===== src/rtl/fifo_arb_pkg.sv =====
// rtl/fifo_arb_pkg.sv - shared types, constants and round-robin pick for the FIFO arbiters
package fifo_arb_pkg;

  typedef enum logic {
    IDLE = 1'b0,
    XFER = 1'b1
  } arb_state_t;

  localparam int PKT_CNT_W = 16;
  localparam int MAX_PORTS = 8;

  // First valid requester at or after ptr, wrapping at n; returns one-hot (or 0 if none valid)
  function automatic logic [MAX_PORTS-1:0] rr_pick(input logic [MAX_PORTS-1:0] valid,
                                                   input logic [2:0] ptr,
                                                   input int n);
    logic [MAX_PORTS-1:0] pick;
    logic                 found;
    int                   idx;
    pick  = '0;
    found = 1'b0;
    for (int off = 0; off < MAX_PORTS; off++) begin
      idx = (int'(ptr) + off) % n;
      if (off < n && !found && valid[idx[2:0]]) begin
        pick[idx[2:0]] = 1'b1;
        found          = 1'b1;
      end
    end
    return pick;
  endfunction

endpackage


===== src/rtl/fifo_write_arbiter_if.sv =====
// rtl/fifo_write_arbiter_if.sv - per-port ingress beat handshake bundle
interface fifo_write_arbiter_if #(
  parameter int NUM_PORTS  = 4,
  parameter int DATA_WIDTH = 8
);

  logic [NUM_PORTS-1:0]            req_valid;
  logic [NUM_PORTS*DATA_WIDTH-1:0] req_data;
  logic [NUM_PORTS-1:0]            req_eop;
  logic [NUM_PORTS-1:0]            req_ready;

  modport master (output req_valid, output req_data, output req_eop, input req_ready);
  modport slave  (input req_valid, input req_data, input req_eop, output req_ready);

endinterface


===== src/rtl/rr_arbiter.sv =====
// rtl/rr_arbiter.sv - round-robin pick with a pointer that advances past the finishing owner
module rr_arbiter
  import fifo_arb_pkg::*;
#(
  parameter int NUM_PORTS = 4
) (
  input  logic                 clk_i,
  input  logic                 reset_i,
  input  logic [NUM_PORTS-1:0] valid_i,
  input  logic                 advance_i,
  input  logic [2:0]           owner_idx_i,
  output logic [NUM_PORTS-1:0] pick_o
);

  logic [2:0]           rr_ptr_q, rr_ptr_d;
  logic [MAX_PORTS-1:0] valid_ext;
  logic [MAX_PORTS-1:0] pick_ext;

  wire unused_ok = &{1'b0, pick_ext};

  // Widen the request vector to the function's fixed width and pick the next owner
  always_comb begin
    valid_ext                = '0;
    valid_ext[NUM_PORTS-1:0] = valid_i;
    pick_ext                 = rr_pick(valid_ext, rr_ptr_q, NUM_PORTS);
    pick_o                   = pick_ext[NUM_PORTS-1:0];
  end

  // Pointer moves only when a packet completes, to the port after the finishing owner
  always_comb begin
    rr_ptr_d = rr_ptr_q;
    if (advance_i) begin
      rr_ptr_d = (owner_idx_i == 3'(NUM_PORTS - 1)) ? 3'd0 : owner_idx_i + 3'd1;
    end
  end

  // Pointer register
  always_ff @(posedge clk_i) begin
    if (reset_i) rr_ptr_q <= 3'd0;
    else         rr_ptr_q <= rr_ptr_d;
  end

endmodule


===== src/rtl/fifo_write_arbiter.sv =====
// rtl/fifo_write_arbiter.sv - packet-level round-robin owner of the async FIFO write port
module fifo_write_arbiter
  import fifo_arb_pkg::*;
#(
  parameter int NUM_PORTS  = 4,
  parameter int DATA_WIDTH = 8,
  parameter int BIT_SIZE   = 10,
  parameter int MIN_FREE   = 64,
  parameter int GUARD      = 2
) (
  input  logic                  wclk,
  input  logic                  reset,
  fifo_write_arbiter_if.slave   req,
  input  logic                  full,
  input  logic [BIT_SIZE:0]     fifo_occu_in,
  output logic                  write_enable,
  output logic [DATA_WIDTH-1:0] wdata,
  output logic [NUM_PORTS-1:0]  grant,
  output logic                  busy,
  output logic [PKT_CNT_W-1:0]  pkt_count
);

  localparam logic [BIT_SIZE:0] DEPTH_V    = {1'b1, {BIT_SIZE{1'b0}}};
  localparam logic [BIT_SIZE:0] MIN_FREE_V = (BIT_SIZE + 1)'(MIN_FREE);
  localparam logic [BIT_SIZE:0] GUARD_V    = (BIT_SIZE + 1)'(GUARD);

  arb_state_t             state_q, state_d;
  logic [NUM_PORTS-1:0]   grant_q, grant_d;
  logic                   we_q, we_d;
  logic [DATA_WIDTH-1:0]  wdata_q, wdata_d;
  logic [PKT_CNT_W-1:0]   pkt_q, pkt_d;

  logic [BIT_SIZE:0]      free;
  logic                   start_ok, beat_ok, advance;
  logic                   own_valid, own_eop;
  logic [DATA_WIDTH-1:0]  own_data;
  logic [2:0]             owner_idx;
  logic [NUM_PORTS-1:0]   pick;

  rr_arbiter #(.NUM_PORTS(NUM_PORTS)) u_rr (
    .clk_i       (wclk),
    .reset_i     (reset),
    .valid_i     (req.req_valid),
    .advance_i   (advance),
    .owner_idx_i (owner_idx),
    .pick_o      (pick)
  );

  // Free space; an occupancy beyond depth is treated as no room at all
  always_comb begin
    free = '0;
    if (fifo_occu_in <= DEPTH_V) free = DEPTH_V - fifo_occu_in;
    start_ok = (|req.req_valid) && (free >= MIN_FREE_V) && !full;
    beat_ok  = !full && (free > GUARD_V);
  end

  // Select the current owner's handshake signals from the one-hot grant
  always_comb begin
    own_valid = 1'b0;
    own_eop   = 1'b0;
    own_data  = '0;
    owner_idx = 3'd0;
    for (int i = 0; i < NUM_PORTS; i++) begin
      if (grant_q[i]) begin
        own_valid = req.req_valid[i];
        own_eop   = req.req_eop[i];
        own_data  = req.req_data[i*DATA_WIDTH +: DATA_WIDTH];
        owner_idx = 3'(i);
      end
    end
  end

  // Next state: arbitrate in IDLE, stream the owner's beats in XFER until its EOP
  always_comb begin
    state_d       = state_q;
    grant_d       = grant_q;
    we_d          = 1'b0;
    wdata_d       = wdata_q;
    pkt_d         = pkt_q;
    advance       = 1'b0;
    req.req_ready = '0;
    case (state_q)
      IDLE: begin
        if (start_ok) begin
          grant_d = pick;
          state_d = XFER;
        end
      end
      XFER: begin
        req.req_ready = grant_q & {NUM_PORTS{beat_ok}};
        if (own_valid && beat_ok) begin
          we_d    = 1'b1;
          wdata_d = own_data;
          if (own_eop) begin
            state_d = IDLE;
            grant_d = '0;
            pkt_d   = pkt_q + 16'd1;
            advance = 1'b1;
          end
        end
      end
      default: state_d = IDLE;
    endcase
  end

  // State and registered FIFO-side outputs
  always_ff @(posedge wclk) begin
    if (reset) begin
      state_q <= IDLE;
      grant_q <= '0;
      we_q    <= 1'b0;
      wdata_q <= '0;
      pkt_q   <= '0;
    end else begin
      state_q <= state_d;
      grant_q <= grant_d;
      we_q    <= we_d;
      wdata_q <= wdata_d;
      pkt_q   <= pkt_d;
    end
  end

  assign write_enable = we_q;
  assign wdata        = wdata_q;
  assign grant        = grant_q;
  assign busy         = (state_q == XFER);
  assign pkt_count    = pkt_q;

endmodule


===== src/flat_wrapper.sv =====
// flat-port wrapper written by rule: the top's interface ports become plain ports
module fifo_write_arbiter_flat import fifo_arb_pkg::*;
#(
  parameter int NUM_PORTS  = 4,
  parameter int DATA_WIDTH = 8,
  parameter int BIT_SIZE   = 10,
  parameter int MIN_FREE   = 64,
  parameter int GUARD      = 2
)
  (wclk, reset, full, fifo_occu_in, write_enable, wdata, grant, busy, pkt_count, req_req_valid, req_req_data, req_req_eop, req_req_ready);
  fifo_write_arbiter_if #(.NUM_PORTS(NUM_PORTS), .DATA_WIDTH(DATA_WIDTH)) req_i ();
  input  logic wclk;
  input  logic reset;
  input  logic full;
  input  logic [BIT_SIZE:0] fifo_occu_in;
  output logic write_enable;
  output logic [DATA_WIDTH-1:0] wdata;
  output logic [NUM_PORTS-1:0] grant;
  output logic busy;
  output logic [PKT_CNT_W-1:0] pkt_count;
  input wire logic [$bits(req_i.req_valid)-1:0] req_req_valid;
  input wire logic [$bits(req_i.req_data)-1:0] req_req_data;
  input wire logic [$bits(req_i.req_eop)-1:0] req_req_eop;
  output wire logic [$bits(req_i.req_ready)-1:0] req_req_ready;
  assign req_i.req_valid = req_req_valid;
  assign req_i.req_data = req_req_data;
  assign req_i.req_eop = req_req_eop;
  assign req_req_ready = req_i.req_ready;
  fifo_write_arbiter #(.NUM_PORTS(NUM_PORTS), .DATA_WIDTH(DATA_WIDTH), .BIT_SIZE(BIT_SIZE), .MIN_FREE(MIN_FREE), .GUARD(GUARD)) u_core (.wclk(wclk), .reset(reset), .req(req_i), .full(full), .fifo_occu_in(fifo_occu_in), .write_enable(write_enable), .wdata(wdata), .grant(grant), .busy(busy), .pkt_count(pkt_count));
endmodule

===== config.mk =====
export PLATFORM = sky130hd
export DESIGN_NAME = fifo_write_arbiter_flat
export DESIGN_NICKNAME = d
export VERILOG_FILES = /design/src/rtl/fifo_arb_pkg.sv /design/src/rtl/fifo_write_arbiter_if.sv /design/src/rtl/rr_arbiter.sv /design/src/rtl/fifo_write_arbiter.sv /design/src/flat_wrapper.sv
export SDC_FILE = /design/constraint.sdc
export NUM_CORES = 1
export LEC_CHECK = 0
export ABC_AREA = 1
export BUFFER_PORTS_ARGS = -buffer_cell sky130_fd_sc_hd__buf_2
export CAP_MARGIN = 20
export CELL_PAD_IN_SITES_DETAIL_PLACEMENT = 0
export CELL_PAD_IN_SITES_GLOBAL_PLACEMENT = 1
export CORE_ASPECT_RATIO = 1.25
export CORE_MARGIN = 4
export CORE_UTILIZATION = 33
export DETAILED_ROUTE_END_ITERATION = 8
export GPL_TIMING_DRIVEN = 0
export HOLD_SLACK_MARGIN = 0.03
export PLACE_DENSITY_LB_ADDON = 0.1
export SLEW_MARGIN = 20
export SYNTH_ARGS = -nofsm -noshare
export SYNTH_HDL_FRONTEND = slang
export SYNTH_SLANG_ARGS = --single-unit

===== constraint.sdc =====
create_clock -name wclk -period 2.85 [get_ports wclk]
set_input_delay 0.4275 -clock wclk [delete_from_list [all_inputs] [get_ports wclk]]
set_output_delay 0.4275 -clock wclk [all_outputs]
set_load 0.02 [all_outputs]

==> flow_summary.rst <==
.. list-table::
   :header-rows: 1

   * - Metric
     - Value
   * - Launching element type of the critical path
     - input port
   * - DP HPWL
     - between 6000 and 7000 µm
   * - Worst path arrival time
     - 2.03 ns
   * - Antenna diode count
     - 0
   * - HP Class
     - input port to register
   * - Most frequent CP cell
     - nand2_1
   * - Antenna-violating nets left
     - 0
   * - Slowest stage cell, crit path
     - ha_1
   * - Number of synthesized flops with an enable pin
     - 0
   * - Number of I/O pins
     - 88
   * - Final total power
     - 1.20 mW
   * - Total via count after detailed routing
     - 3013
   * - Worst ir drop on vdd
     - 230 µV
   * - Post-synthesis instance area
     - 0.00270 mm²
   * - Area occupied by multi-input gates
     - roughly 0.0018 mm²
   * - Synth Area in XOR/XNOR
     - 4.54%
   * - CTS hold repair buffers
     - 0
   * - CTS root buffer
     - clkbuf_8
   * - Final estimated routing congestion in global placement
     - ~0.83
   * - Distinct cell type count after synthesis
     - 37
   * - Number of nets produced by synthesis
     - 484
   * - Most used flip-flop cell after synthesis
     - dfxtp_1
   * - Worst slew slack as a fraction of its limit
     - 54.7%
   * - Y dimension of the die
     - 109 µm
   * - Time the final worst path needs with I/O delays and setup
     - 2.46 ns
   * - Maximum fanout encountered on the critical timing path
     - 6
   * - Warning count from the yosys run
     - 0
   * - Residual DRC
     - 0
   * - Clock tree from TritonCTS
     - built
   * - Max-Cap Viols
     - 0
   * - Placeable core region
     - 0.00788 mm²
   * - Max frequency
     - 406 MHz
   * - Total clock buffers created by CTS
     - 5
   * - Fraction of the yosys area taken by sequential cells
     - 23.7%
   * - Setup TNS
     - 0 ns
   * - Number of buffers added on ports
     - 87
   * - Via count normalized by instance count
     - 4.93
   * - Clock sinks
     - 32
   * - Filler cells
     - between 800 and 900
   * - Count of non-filler cells in the finished layout
     - 611
   * - Global-route wire length before repair
     - 13600 µm
   * - Cell Count Post-Placement
     - 604
   * - Hold Vio Cnt, Final
     - 0
   * - Horizontal extent of the die
     - around 90 µm
   * - Number of gates given a new drive strength after cts
     - 0
   * - Avg Cell Area, Syn
     - 6.40 µm²
   * - Period utilization
     - 86.4%
   * - Count of H-tree levels built during CTS
     - 2
   * - DRT Pass-1 Iters
     - 4
   * - Critical path, cell by cell
     - buf_2 > inv_1 > ha_1 > nand2_1 > nand3b_1 > nand2_1 > nand3_1 > nor2_2 > nand4_4 > nand2_1 > nor3_1 > buf_2
   * - Final net count
     - 578
   * - Share of flip-flops with an asynchronous set or reset
     - 0%
   * - Slowest stage delay, CP
     - 0.26 ns
   * - Clock slew at the register clock pins of the worst setup and hold paths
     - 0.07 ns
   * - Initial antenna violation count
     - 0
   * - Final setup vio count
     - 0
   * - Starting utilization of the core area
     - around a third
   * - Routed wire length
     - approximately 8400 µm
   * - Worst endpoint required time
     - roughly 2.4 ns
   * - #FFs+latches synth
     - 32
   * - Multiplexer share of the synthesized area
     - 0%
   * - Syn Inst Count
     - 422
   * - Max-slew violation total from the final report
     - 0
   * - Total power divided by cell area
     - 357 mW/mm²
   * - Maximum clock skew at final layout
     - 0.00793 ns
   * - Number of buffers on the longest clock path
     - 2
   * - Largest net degree at the start of global routing
     - 11
   * - Iteration-0 DRC Markers
     - between 100 and 150
   * - Worst setup path category
     - input port to output port
   * - Largest family of logic cells by synthesized area
     - simple AND/OR/NAND/NOR gates
   * - Vias in the first global route
     - 2904
   * - Kind of capture point of the worst setup path
     - output port
   * - Die area
     - approximately 0.0097 mm²
   * - Slew @ Worst Pin
     - 0.680 ns
   * - Outcome
     - finished clean
   * - Routed wirelength normalized by instance count
     - 13.7 µm
   * - Number of standard-cell rows in the floorplan
     - 36
   * - Seq. cell area
     - approximately 640 µm²
   * - Simple logic cell fraction of the synthesized area
     - 45.7%
   * - Static Leak
     - ~1.5 nW
   * - Clock latency reported for the late side of the worst-skew pair
     - ~0.28 ns
   * - Post-CTS setup buffers
     - 0
   * - Synthesized-area fraction occupied by adder cells
     - 3.70%
   * - Layout cell share with drive strength beyond 1
     - 28.7%
   * - Global routing usage summed across all routing layers
     - around 18%
   * - Remaining global-route overflow
     - 0
   * - Compound-cell area share of the yosys netlist
     - a little over an eighth
   * - P&R area growth vs syn
     - 24.1%
   * - Setup repair after global routing missed its margin
     - false
==> cell families after synthesis <==
family                   count (synthesis)
adder cells (fa/ha/maj)                  8
AO/OA/AOI/OAI                           63
buffers and inverters                   57
flip-flops                              32
XOR/XNOR                                14
AND/OR/NAND/NOR                        248
==> layout make-up <==
type	count	share of cell area (%)
multi-input combinational	333	54.3
sequential	32	19.1
timing repair buffer	87	13.0
inverter	45	5.07
tap	95	3.54
clock buffer	7	2.87
buffer	12	2.09
==> layer usage <==
metal,GRT usage (%),share of wire [%],vias up
li1,-,-,1574
met5,0,0,-
met4,5.21,1.8,0
met3,2.49,4.0,12
met1,21.8,43,1375
met2,30.9,51,52
==> registers in the layout, summed over array words and instances, names as in the netlist <==
register	count
u_core.write_enable	1
u_core.u_rr.rr_ptr_q	2
u_core.grant	4
u_core.busy	1
u_core.pkt_count	16
u_core.wdata	8
==> through the flow <==
step,worst slack (ns),area (µm²),hold slack [ns],utilization [%]
final,0.388,3350,0.462,42.5
after global routing,0.156,3350,0.477,42.5
after CTS,0.360,3350,0.459,42.5
after detailed placement,0.362,3260,0.473,41.3
after global placement,0.363,3260,0.462,41.3
after floorplan,0.621,2700,0.531,-
==> critical path, delay by kind of cell <==
kind,cells,cell delay [ns]
adders and majority gates,1,0.26
buffers and inverters,3,0.39
and+or+nand+nor,8,0.95
==> report_power, final <==
group | total (mW) | internal [mW] | switching (mW)
combinational | 0.337 | 0.112 | 0.225
clock | 0.387 | 0.215 | 0.172
sequential | 0.472 | 0.457 | 0.0146
total | 1.20 | 0.785 | 0.411
==> Yosys cell counts, types with 2 or more instances <==
library cell / n / area, µm²
nand3_1: 52 / 260
a21oi_1: 26 / 130
nor2_4: 3 / 33.8
xor2_1: 11 / 96.3
nand2_1: 104 / 390
nor2_1: 37 / 139
o21ai_1: 4 / 20.0
ha_1: 8 / 100
nor2_2: 6 / 37.5
nand3b_1: 4 / 30.0
dfxtp_1: 32 / 641
o21ai_0: 20 / 100
a21oi_2: 10 / 87.6
buf_2: 2 / 10.0
nor3_1: 11 / 55.1
nand3_2: 12 / 120
nand2_2: 7 / 43.8
xnor2_1: 3 / 26.3
inv_2: 4 / 15.0
clkinv_1: 2 / 7.51
inv_1: 38 / 143
nand4_1: 6 / 37.5
clkbuf_1: 6 / 22.5
==> cells in the final DEF (no fill, tap or decap), types with 6 or more instances in the layout <==
master	instances
nand3_1	52
nand2_2	7
nand4_1	6
nand3_2	12
xor2_1	11
ha_1	8
buf_2	89
clkbuf_1	6
dfxtp_1	32
a21oi_1	26
nand2_1	104
inv_1	38
a21oi_2	10
nor2_1	37
nor2_2	6
o21ai_0	20
clkbuf_8	7
nor3_1	11
==> final timing paths <==
kind | to | cells past startpoint | slack, ns | from
setup / recovery | req_req_ready[3] | 12 | 0.39 | fifo_occu_in[0]
hold / removal | u_core.wdata[4]$_SDFFE_PP0P_ | 3 | 0.46 | req_req_data[28]
setup reg to reg | u_core.grant[0]$_SDFFE_PP0P_ | 14 | 0.48 | u_core.u_rr.rr_ptr_q[0]$_SDFFE_PP0P_
hold reg to reg | u_core.pkt_count[8]$_SDFFE_PP0P_ | 2 | 0.49 | u_core.pkt_count[8]$_SDFFE_PP0P_
No activity file was read; power rests on OpenSTA's default activity.
